## config.mk

```make
export PLATFORM = sky130hd
export DESIGN_NAME = alu_operand_loader
export DESIGN_NICKNAME = d
export VERILOG_FILES = /design/src/rtl/alu_pkg.sv /design/src/rtl/alu_operand_loader.sv
export SDC_FILE = /design/constraint.sdc
export NUM_CORES = 1
export LEC_CHECK = 0
export BUFFER_PORTS_ARGS = -buffer_cell sky130_fd_sc_hd__buf_2
export CAP_MARGIN = 10
export CORE_ASPECT_RATIO = 0.75
export CORE_MARGIN = 1.5
export CORE_UTILIZATION = 25
export DETAILED_ROUTE_END_ITERATION = 16
export PLACE_DENSITY_LB_ADDON = 0.08
export SETUP_SLACK_MARGIN = 0.1
export SYNTH_ARGS = -nofsm -noshare
export SYNTH_HDL_FRONTEND = slang
export SYNTH_SLANG_ARGS = --single-unit
```

## constraint.sdc

```tcl
create_clock -name CLK -period 2.1 [get_ports CLK]
set_input_delay 0.42 -clock CLK [delete_from_list [all_inputs] [get_ports CLK]]
set_output_delay 0.42 -clock CLK [all_outputs]
set_load 0.01 [all_outputs]
```

## src/rtl/alu_pkg.sv

```systemverilog
// Shared definitions for the ALU operand loader: word width, loader FSM
// state encodings and the ALU operation codes driven on ALU_OP.
package alu_pkg;

    localparam int WORD_W = 32;

    typedef enum logic [1:0] {
        S_A   = 2'b00,
        S_B   = 2'b01,
        S_OP  = 2'b10,
        S_RUN = 2'b11
    } state_t;

    localparam logic [2:0] OP_AND = 3'b000;
    localparam logic [2:0] OP_OR  = 3'b001;
    localparam logic [2:0] OP_XOR = 3'b010;
    localparam logic [2:0] OP_NOR = 3'b011;
    localparam logic [2:0] OP_ADD = 3'b100;
    localparam logic [2:0] OP_SUB = 3'b101;
    localparam logic [2:0] OP_SLT = 3'b110;
    localparam logic [2:0] OP_SHL = 3'b111;

endpackage

```

## src/rtl/alu_operand_loader.sv

```systemverilog
// Loads two 32-bit ALU operands and an opcode from switch-sized chunks.
// Optional result capture (Fq/ZFq/OFq) is compiled in by LOADER_RESULT_CAPTURE_EN.
module alu_operand_loader
    import alu_pkg::*;
#(
    parameter int DIN_W = 8
) (
    input  logic              CLK,
    input  logic              RST,
    input  logic [DIN_W-1:0]  Din,
    input  logic              Load,
    input  logic              Clear,
    input  logic [WORD_W-1:0] F,
    input  logic              ZF,
    input  logic              OF,
    output logic [WORD_W-1:0] AA,
    output logic [WORD_W-1:0] BB,
    output logic [2:0]        ALU_OP,
    output logic              Valid,
    output logic [1:0]        State,
    output logic [WORD_W-1:0] Fq,
    output logic              ZFq,
    output logic              OFq
);

    localparam int CHUNKS = WORD_W / DIN_W;
    localparam int IDX_W  = (CHUNKS > 1) ? $clog2(CHUNKS) : 1;
    localparam logic [IDX_W-1:0] IDX_LAST = IDX_W'(CHUNKS - 1);

    // Handshake: Load is a one-cycle accept strobe with no back-pressure;
    // Valid is high exactly while AA/BB/ALU_OP hold a complete operation.
    state_t            state_q, state_d;
    logic [WORD_W-1:0] aa_q, aa_d;
    logic [WORD_W-1:0] bb_q, bb_d;
    logic [2:0]        op_q, op_d;
    logic [IDX_W-1:0]  idx_q, idx_d;
    logic              cap_pend_q, cap_pend_d;
    logic [WORD_W-1:0] din_ext;
    logic              idx_last;

    assign din_ext  = WORD_W'(Din);
    assign idx_last = (idx_q == IDX_LAST);

    always_ff @(posedge CLK) begin
        if (RST) begin
            state_q    <= S_A;
            aa_q       <= '0;
            bb_q       <= '0;
            op_q       <= '0;
            idx_q      <= '0;
            cap_pend_q <= 1'b0;
        end else begin
            state_q    <= state_d;
            aa_q       <= aa_d;
            bb_q       <= bb_d;
            op_q       <= op_d;
            idx_q      <= idx_d;
            cap_pend_q <= cap_pend_d;
        end
    end

    always_comb begin
        state_d    = state_q;
        aa_d       = aa_q;
        bb_d       = bb_q;
        op_d       = op_q;
        idx_d      = idx_q;
        cap_pend_d = 1'b0;
        if (Clear) begin
            state_d = S_A;
            aa_d    = '0;
            bb_d    = '0;
            op_d    = '0;
            idx_d   = '0;
        end else if (Load) begin
            unique case (state_q)
                S_A: begin
                    aa_d = (aa_q << DIN_W) | din_ext;
                    if (idx_last) begin
                        idx_d   = '0;
                        state_d = S_B;
                    end else begin
                        idx_d = idx_q + 1'b1;
                    end
                end
                S_B: begin
                    bb_d = (bb_q << DIN_W) | din_ext;
                    if (idx_last) begin
                        idx_d   = '0;
                        state_d = S_OP;
                    end else begin
                        idx_d = idx_q + 1'b1;
                    end
                end
                S_OP: begin
                    op_d       = Din[2:0];
                    state_d    = S_RUN;
                    cap_pend_d = 1'b1;
                end
                S_RUN: begin
                    // Restart entry; Din is not consumed and ALU_OP is kept.
                    aa_d    = '0;
                    bb_d    = '0;
                    idx_d   = '0;
                    state_d = S_A;
                end
                default: state_d = S_A;
            endcase
        end
    end

    assign AA     = aa_q;
    assign BB     = bb_q;
    assign ALU_OP = op_q;
    assign Valid  = (state_q == S_RUN);
    assign State  = state_q;

`ifdef LOADER_RESULT_CAPTURE_EN
    logic [WORD_W-1:0] fq_q;
    logic              zfq_q;
    logic              ofq_q;

    // The ALU result is sampled one edge after S_RUN is entered.
    always_ff @(posedge CLK) begin
        if (RST || Clear) begin
            fq_q  <= '0;
            zfq_q <= 1'b0;
            ofq_q <= 1'b0;
        end else if (cap_pend_q) begin
            fq_q  <= F;
            zfq_q <= ZF;
            ofq_q <= OF;
        end
    end

    assign Fq  = fq_q;
    assign ZFq = zfq_q;
    assign OFq = ofq_q;
`else
    logic unused_capture;
    assign unused_capture = ^{F, ZF, OF, cap_pend_q};

    assign Fq  = '0;
    assign ZFq = 1'b0;
    assign OFq = 1'b0;
`endif

endmodule

```

==> out/summary.txt <==
Via count: 2616
Via density: 4.275
Number of I/O port buffers: 81
Number of global-route vias before repair: 2437
Final WL: 8028 um
Worst setup SP type: register
Crit-path max FO: 32
Cell Area, Synth: 0.003151 sq mm
Worst EP arrival: 1.93 ns
RePlAce Congestion: 0.7328
Clk buf depth: 2
Net count, final: 495
Antenna cell count: 0
Setup_tns: 0 ns
Fmax: 597.0 MHz
IR drop worst, VDD: 0.3255 mV
Overflow after GRT: 0
Die W: 132.6 um
Post-Syn Instances: 373
Min cycle time layout: 1.675 ns
Avg WL per Cell: 13.12 um
Gr usage total: 0.1258
Hpwl dp: 5019 um
Die H: 100.2 um
GRT met2 Usage: 0.1865
# IOs: 150
Die footprint: 0.01329 sq mm
Met1 Use GR: 0.1667
Crit share post-route: 0.7977
Post-CTS setup repair buffer count: 0
Clk Latency, worst-skew pair: 0.33 ns
Core Area: 0.01231 sq mm
Status: finished, final reports clean
Yosys reg bits: 71
First-pass GRT wire length: 13020 um
Initial antenna violation count: 0
Violation count after the first detailed-route iteration: 144
Most frequent cells in the layout: 86 x nand2_1, 81 x buf_2, 71 x dfxtp_1, 70 x a21oi_1, 48 x nand3b_1
Worst Setup End Kind: register
Post-DP Area: 0.003546 sq mm
First-pass DRT Iterations: 4
Syn_area_per_cell: 8.446 sq um
Busiest grt layer: met2
Leak: 0.001558 uW
Skew final: 0.005388 ns
Hold Fails Final Rpt: 0
TritonCTS clock tree: done
Total design power: 3110 uW
Crit path kind: reg -> reg
Commonest non-fill, non-tap cell in the layout: nand2_1
Share of layout cells above drive strength 1: 0.2399
Seq/Total Area, Yosys: 0.4512
RSZ-0062 raised after global routing: no
Slew Limit Fails: 0
Antenna Violating Nets Remaining: 0
Max-Cap Viols: 0
CTS Buf Count: 9
CTS resizes: 0
CTS Hold Bufs: 0
Drt drc: 0
# fillers: 1367
Syn. warnings: 0
Row cnt: 35
Final count of negative-setup-slack endpoints: 0
Required @ worst endpoint: 2.35 ns
H-tree lvl count: 3
CTS Root Cell: clkbuf_16
Largest net degree at the start of global routing: 59
Synth unique cells: 24
Final instance area: 0.003859 sq mm
CTS clk-pin slew, worst paths: 0.05 ns
Syn-to-layout area delta: 22.48%
Starting Density: 0.2560
Grt met3 use: 0.04293
Pwr Density: 805.9 mW/mm^2
Tightest Hold Check Type: in -> reg
CTS sink cnt: 71
flip-flops by register name (all words and copies together), names as in the netlist:
signal / cells
ALU_OP: 3
State: 2
BB: 32
AA: 32
idx_q: 2
final cells by class:
class	instances	area, sq um	area share
Clock inverter	4	70.07	0.01816
Multi-Input combinational cell	271	1434	0.3716
Sequential cell	71	1421	0.3684
Inverter	2	7.507	0.001946
Tap cell	166	207.7	0.05383
Clock buffer	11	242.7	0.06291
Timing Repair Buffer	87	475.5	0.1232
critical path: stages (launching register included):
cell      delay (ns)
dfxtp_1         0.42
inv_1           0.13
ha_1            0.35
nand2b_1        0.11
buf_4           0.33
nand2_1         0.09
a21oi_1         0.15
routing by layer:
layer | up-vias | routed length (um) | part of all wire
met1 | 1220 | 3858 | 0.48
met4 | 0 | 136 | 0.017
li1 | 1308 | - | -
met5 | - | 0 | 0
met3 | 12 | 438 | 0.055
met2 | 76 | 3595 | 0.45
stage by stage:
stage          utilization  instances  hold slack [ns]  setup slack (ns)
2_1_floorplan            -        406           0.4356            0.5757
3_3_place_gp        0.2882        597           0.4369            0.4675
3_5_place_dp        0.2882        597           0.4425            0.3950
4_1_cts             0.3136        612           0.3532            0.3710
5_1_grt             0.3136        612           0.3828            0.2267
6_report            0.3136        612           0.3641            0.4249
logic make-up after synthesis:
family	count (synthesis)	synth area share
AOI/OAI and AO/OA	75	0.1267
adders and majority gates	7	0.02780
buffers and inverters	64	0.1346
DFF	71	0.4512
other	1	0.001190
and+or+nand+nor	155	0.2585
cells in the mapped netlist:
master	count	area, sq um
a211oi_1	1	7.510
a21oi_1	70	350.3
a41o_1	1	10.01
buf_2	12	60.06
buf_4	37	277.8
buf_6	4	45.04
clkbuf_1	9	33.78
conb_1	1	3.750
dfxtp_1	71	1421
ha_1	7	87.58
inv_1	2	7.510
nand2_1	86	322.8
nand2b_1	2	12.51
nand3_1	4	20.02
nand3b_1	48	360.4
nor2_1	2	7.510
nor2b_1	9	56.30
nor3b_2	1	12.51
o21a_4	1	15.01
o21ai_2	1	8.760
o21bai_1	1	7.510
or2_1	1	6.260
or3b_1	1	8.760
or4_1	1	7.510
power by group:
part	switching, uW	internal [uW]	total [uW]
Sequential	5.98	1360	1360
Combinational	99.2	32.9	132
Clock	555	1060	1620
Total	661	2450	3110
path summary, 6_finish.rpt:
path         startpoint        end  slack (ns)  cells after the start
max            State[1]     AA[29]        0.42                      6
min              Din[0]  ALU_OP[0]        0.36                      3
max reg2reg    State[1]     AA[29]        0.42                      6
min reg2reg      BB[31]     BB[31]        0.45                      2
No activity file was read; power rests on OpenSTA's default activity.
